**src/rtl/fwd_hazard_ctrl.sv**
```systemverilog
// Forwarding select and load-use stall control for the 5-stage pipeline.
// Define FWD_PERF_CNT_EN to add saturating stall/forward event counters.
module fwd_hazard_ctrl #(
  parameter int REG_W = 5,
  parameter int CNT_W = 16
) (
  input  logic             clk,
  input  logic             reset,
  input  logic             id_valid,
  input  logic [REG_W-1:0] id_rs,
  input  logic [REG_W-1:0] id_rt,
  input  logic             id_use_rs,
  input  logic             id_use_rt,
  input  logic [REG_W-1:0] id_rd,
  input  logic             id_regwrite,
  input  logic             id_memread,
  input  logic             pipe_hold,
  input  logic             flush,
`ifdef FWD_PERF_CNT_EN
  output logic [CNT_W-1:0] stall_cnt,
  output logic [CNT_W-1:0] fwd_cnt,
`endif
  output logic             stall,
  output logic [1:0]       fwd_a_sel,
  output logic [1:0]       fwd_b_sel
);

  logic             ex_v;
  logic [REG_W-1:0] ex_rd;
  logic             ex_wr;
  logic             ex_ld;
  logic             mem_v;
  logic [REG_W-1:0] mem_rd;
  logic             mem_wr;

  logic       ex_ld_hit;
  logic       ex_fwd_ok;
  logic       mem_fwd_ok;
  logic       take;
  logic [1:0] nxt_a;
  logic [1:0] nxt_b;

  // A load in EX cannot forward yet; only non-load writers qualify.
  assign ex_ld_hit = ex_v & ex_ld & ex_wr
                   & (ex_rd != '0);
  assign ex_fwd_ok = ex_v & ex_wr & ~ex_ld
                   & (ex_rd != '0);
  assign mem_fwd_ok = mem_v & mem_wr
                    & (mem_rd != '0);

  assign stall = id_valid & ~flush & ex_ld_hit
               & ((id_use_rs & (id_rs == ex_rd))
                | (id_use_rt & (id_rt == ex_rd)));

  assign take = id_valid & ~stall & ~flush;

  function automatic logic [1:0] pick(
    input logic             used,
    input logic [REG_W-1:0] s,
    input logic             exok,
    input logic [REG_W-1:0] exrd,
    input logic             memok,
    input logic [REG_W-1:0] memrd
  );
    logic [1:0] r;
    r = 2'b00;
    if (used & exok & (exrd == s))
      r = 2'b01;
    else if (used & memok & (memrd == s))
      r = 2'b10;
    return r;
  endfunction

  always_comb begin
    nxt_a = pick(id_use_rs, id_rs,
                 ex_fwd_ok, ex_rd,
                 mem_fwd_ok, mem_rd);
    nxt_b = pick(id_use_rt, id_rt,
                 ex_fwd_ok, ex_rd,
                 mem_fwd_ok, mem_rd);
  end

  always_ff @(posedge clk) begin
    if (reset) begin
      ex_v      <= 1'b0;
      ex_rd     <= '0;
      ex_wr     <= 1'b0;
      ex_ld     <= 1'b0;
      mem_v     <= 1'b0;
      mem_rd    <= '0;
      mem_wr    <= 1'b0;
      fwd_a_sel <= 2'b00;
      fwd_b_sel <= 2'b00;
    end else if (!pipe_hold) begin
      mem_v  <= ex_v;
      mem_rd <= ex_rd;
      mem_wr <= ex_wr;
      if (take) begin
        ex_v      <= 1'b1;
        ex_rd     <= id_rd;
        ex_wr     <= id_regwrite;
        ex_ld     <= id_memread;
        fwd_a_sel <= nxt_a;
        fwd_b_sel <= nxt_b;
      end else begin
        ex_v      <= 1'b0;
        ex_rd     <= '0;
        ex_wr     <= 1'b0;
        ex_ld     <= 1'b0;
        fwd_a_sel <= 2'b00;
        fwd_b_sel <= 2'b00;
      end
    end
  end

`ifdef FWD_PERF_CNT_EN
  always_ff @(posedge clk) begin
    if (reset) begin
      stall_cnt <= '0;
      fwd_cnt   <= '0;
    end else if (!pipe_hold) begin
      if (stall && (stall_cnt != '1))
        stall_cnt <= stall_cnt + 1'b1;
      if (take && ((nxt_a != 2'b00) || (nxt_b != 2'b00))
          && (fwd_cnt != '1))
        fwd_cnt <= fwd_cnt + 1'b1;
    end
  end
`endif

endmodule
```
**config.mk**
```make
export PLATFORM = sky130hd
export DESIGN_NAME = fwd_hazard_ctrl
export DESIGN_NICKNAME = d
export VERILOG_FILES = /design/src/rtl/fwd_hazard_ctrl.sv
export SDC_FILE = /design/constraint.sdc
export NUM_CORES = 1
export LEC_CHECK = 0
export ABC_AREA = 1
export BUFFER_PORTS_ARGS = -buffer_cell sky130_fd_sc_hd__buf_2
export CAP_MARGIN = 20
export CORE_UTILIZATION = 40
export CTS_CLUSTER_SIZE = 25
export DETAILED_ROUTE_END_ITERATION = 16
export PLACE_DENSITY = 0.66
export SLEW_MARGIN = 20
export SYNTH_ARGS = -nofsm -noshare
export SYNTH_HDL_FRONTEND = slang
export SYNTH_SLANG_ARGS = --single-unit
```
**constraint.sdc**
```tcl
create_clock -name clk -period 1.3 [get_ports clk]
set_input_delay 0.26 -clock clk [delete_from_list [all_inputs] [get_ports clk]]
set_output_delay 0.26 -clock clk [all_outputs]
set_load 0.1 [all_outputs]
```
# After elaboration in Yosys (flattened, before gate mapping)
# Cells that the tools add are included.
word_totals:
  word_cells: 54
  in_bits: 24
  register_bits: 19
classes:
  eq_ne: 6
  muxes: 10
  bitwise_logic: 27
  reduce_logical: 2
op_table:
  columns: ["cell", "n"]
  rows:
  - ["$eq 5x5->1", 6]
  - ["$and 1x1->1", 23]
  - ["$mux 2", 6]
  - ["$reduce_bool 5->1", 2]
  - ["$mux 5", 1]
  - ["$mux 1", 3]
  - ["$not 1->1", 3]
  - ["$or 1x1->1", 1]

# Longest topological paths before layout
logic_depth:
  depth_word: 9
  depth_mapped: 10
  mapped_depth_nobuf: 10

# Least setup slack after synthesis
# No wires, ideal clock.
synth_path:
  path_kind: "reg2out"
  startpoint: "register ex_rd[0]"
  endpoint: "output stall"
  t_required_ps: 1040
  setup_slack_ps: -541
  path_buffers: 1
  arrival_ps: 1581
  stages_incl_launch_ff: 10
  cell_sequence: "dfxtp_1 -> inv_2 -> nand2_1 -> nand2_1 -> nor2_1 -> nand3_1 -> nand2_1 -> nand2_2 -> buf_6 -> inv_1"
synth_between:
  elab_chain_len: 4
  elab_cells_between_ends: 9
  cone_classes: "2 x eq/ne; 6 x bitwise; 1 x reduce/logical"
synth_rtl:
  columns: ["item", "line", "text"]
  rows:
  - ["start, declared", "29", "logic [REG_W-1:0] ex_rd;"]
  - ["start signal, assigned", "100", "ex_rd <= id_rd;"]
  - ["$eq 5x5->1 (tied with other cells)", "52", "& ((id_use_rs & (id_rs == ex_rd))"]
  - ["$and 1x1->1 (on tied branches)", "52, 45, 53", null]
  - ["$or 1x1->1 or $and 1x1->1 (tied branches)", "53, 51", null]
  - ["$and 1x1->1 (*)", "52", null]
  - ["end, declared", "23", "output logic stall,"]
# Mark *: on every way between the ends. The rest lies on a longest branch, timed or not.

# Worst setup path after layout
layout_path:
  startpoint: "register ex_rd[4]"
  endpoint: "output stall"
# The elaborated chain is that of the path after synthesis.

==> results.sh <==
export IMPL_outcome="finished, violations left"
export IMPL_violations="negative setup slack"
export IMPL_timing_final_crit_share_pct=131
export IMPL_hold_path_depth=3
export IMPL_drtIter0Drc=46
export IMPL_routed_via_density=4.87
export IMPL_dp_hpwl_mm=2.30
export IMPL_core_area_um2=2570
export IMPL_drc=0
export IMPL_ys_types=18
export IMPL_grt_max_degree=20
export IMPL_boundaryPins=29
export IMPL_syn_avg_cell_area_um2=5.93
export IMPL_finish_instance_area_um2=1610
export IMPL_synth_seq_area_share_pct=33.7
export IMPL_drive_gt1_share_pct=31.5
export IMPL_wl_mm=2.95
export IMPL_first_pass_iters=4
export IMPL_fin_skew_ns=0.00176
export IMPL_finalSetupTns_ns=-2.72
export IMPL_rows=18
export IMPL_max_cap_violations=0
export IMPL_yosysWarnings=0
export IMPL_cts_tree="done"
export IMPL_dieArea_um2=3030
export IMPL_ys_ff_latch=19
export IMPL_leakagePower_nw=0.762
export IMPL_chipWidth_um=55.1
export IMPL_syn_num_nets=214
export IMPL_htree_levels=1
export IMPL_finalHoldViolations=0
export IMPL_dieHeight_um=55.1
export IMPL_relSlewSlack_pct=76.0
export IMPL_cts_hold_buf=0
export IMPL_antenna_left=0
export IMPL_cts_clk_slew_worst_paths_ns=0.11
export IMPL_cts_buffers=3
export IMPL_finalWorstSetupSlack_ns=-0.408
export IMPL_post_route_min_period_ns=1.71
export IMPL_crit_cells=8
export IMPL_slowest_stage="dfxtp_4"
export IMPL_hold_class="input port to register"
export IMPL_crit_chain="inv_4 > nand2_1 > a21oi_2 > nand3_1 > nand2_1 > nand2_2 > clkinvlp_4 > buf_12"
export IMPL_clockBufferDepth=2
export IMPL_path_buf_inv=3
export IMPL_cp_arrival_ns=1.45
export IMPL_total_power_mw=1.13
export IMPL_crit_family="flip-flops"
export IMPL_p_per_area_nw_per_um2=704
export IMPL_grt_pass1_wl_mm=4.54
export IMPL_setup_viol_count_final=13
export IMPL_crit_path_start_kind="register"
export IMPL_io_buffer_count=28
export IMPL_tightest_slew_ns=0.359
export IMPL_syn_inst=190
export IMPL_fmax_ghz=0.586
export IMPL_avgRoutedWirePerCell_um=11.0
export IMPL_cts_root_buf="clkbuf_4"
export IMPL_critPathKind="register to output port"
export IMPL_place_congestion=0.869
export IMPL_rsz0062_at_grt="true"
export IMPL_vias=1306
export IMPL_antenna_found_initial=0
export IMPL_grt_pass1_vias=1071
export IMPL_n_antenna_cell=0
export IMPL_peakVddDrop_uv=507
export IMPL_cts_sinks=19
export IMPL_initial_utilization_pct=43.9
export IMPL_fin_nets=263
export IMPL_whs_ns=0.192
export IMPL_r2r_cells=11
export IMPL_area_growth_pct=42.4
export IMPL_cpMostUsedCell="nand2_1"
export IMPL_grt_total_usage_pct=21.6
export IMPL_place_area_um2=1490
export IMPL_place_ws_ns=-0.130
export IMPL_path_max_fanout=5
export IMPL_crit_path_end_kind="output port"
export IMPL_slew_violations=0
export IMPL_overflow=0
export IMPL_synth_area_um2=1130
export IMPL_required_ns=1.04
export IMPL_critical_path_max_stage_delay_ns=0.38
export IMPL_clkLatencyLatePin_ns=0.30
## synthesized netlist by cell type
library cell  number  area share, %
clkbuf_1           3            1.0
nand3_2            2            1.8
a21oi_1           16            7.1
buf_6              1            1.0
nand4_1            1           0.56
inv_2              1           0.33
buf_4              1           0.67
nor3_1             1           0.44
nand2_2            1           0.56
nand3_1           17            7.5
buf_1              1           0.33
a211oi_1           5            3.3
nor2_1            23            7.7
xor2_1             2            1.6
o21ai_0            4            1.8
inv_1             27            9.0
nand2_1           65             22
dfxtp_1           19             34
## state kept, by name, summed over array words and instances, names as in the netlist
signal and cells:
mem_rd 5, ex_wr 1, mem_v 1, ex_v 1, fwd_b_sel 2, ex_rd 5
mem_wr 1, fwd_a_sel 2, ex_ld 1
## per-layer routing
metal / GRT usage (%) / part of all wire [%]
met5: 0 / 0
met4: 7.50 / 1.2
met3: 3.83 / 6.4
met2: 37.8 / 48
met1: 26.2 / 45
## layout make-up
cell class	instances	area, µm²
Tap cell	30	37.5
Multi-Input combinational cell	137	644
Inverter	28	111
Fill cell	250	962
Clock buffer	4	26.3
Timing Repair Buffer	50	392
Sequential cell	19	394
## cells by family (layout without fill, tap and decap cells)
group,Yosys count,in the layout,synth area share [%]
compound gates,25,25,12.2
xor+xnor,2,2,1.55
buf+inv,34,82,12.3
flops,19,19,33.7
simple gates,110,110,40.2
## worst reg2reg max path: cells and delay by family, from the launching register on
family	cells	cell delay, ns
DFF	1	0.38
AOI/OAI and AO/OA	2	0.18
buffers and inverters	4	0.43
and+or+nand+nor	5	0.40
## metrics by stage
stage	instances	utilization, %
final	268	62.5
after global routing	268	62.5
after CTS	267	61.3
after detailed placement	260	58.1
after global placement	260	58.1
after floorplan	190	-
## path summary, 6_finish.rpt
path             from           end  slack (ns)
max          ex_rd[4]         stall       -0.41
min          id_rd[2]      ex_rd[2]        0.19
max reg2reg  ex_rd[4]  fwd_a_sel[1]       -0.21
min reg2reg    mem_wr        mem_wr        0.47
## placed cells by master (no fill, tap or decap), types with 2 or more instances in the layout
cell type	netlist	layout
nand2_1	65	63
inv_1	27	23
nor2_1	23	23
buf_2	0	23
buf_4	1	19
nand3_1	17	14
dfxtp_1	19	14
a21oi_1	16	13
nand3_2	2	5
a211oi_1	5	5
buf_12	0	5
inv_2	1	3
nand2_2	1	3
a21oi_2	0	3
clkbuf_4	0	3
buf_6	1	3
dfxtp_4	0	3
o21ai_1	0	2
xor2_1	2	2
o21ai_0	4	2
dfxtp_2	0	2
## where the power goes
group | leakage [nW] | internal, mW | switching (mW)
logic | 0.590 | 0.0977 | 0.116
registers | 0.158 | 0.593 | 0.0159
clock network | 0.0150 | 0.120 | 0.188
total | 0.762 | 0.811 | 0.319
## repair_timing
action,in CTS,in global routing
gates cloned,1,0
endpoints found under the setup margin,13,13
buffers inserted,2,1
pin swaps,5,4
gates resized for setup,13,8
Power figures use the tool's default switching activity.
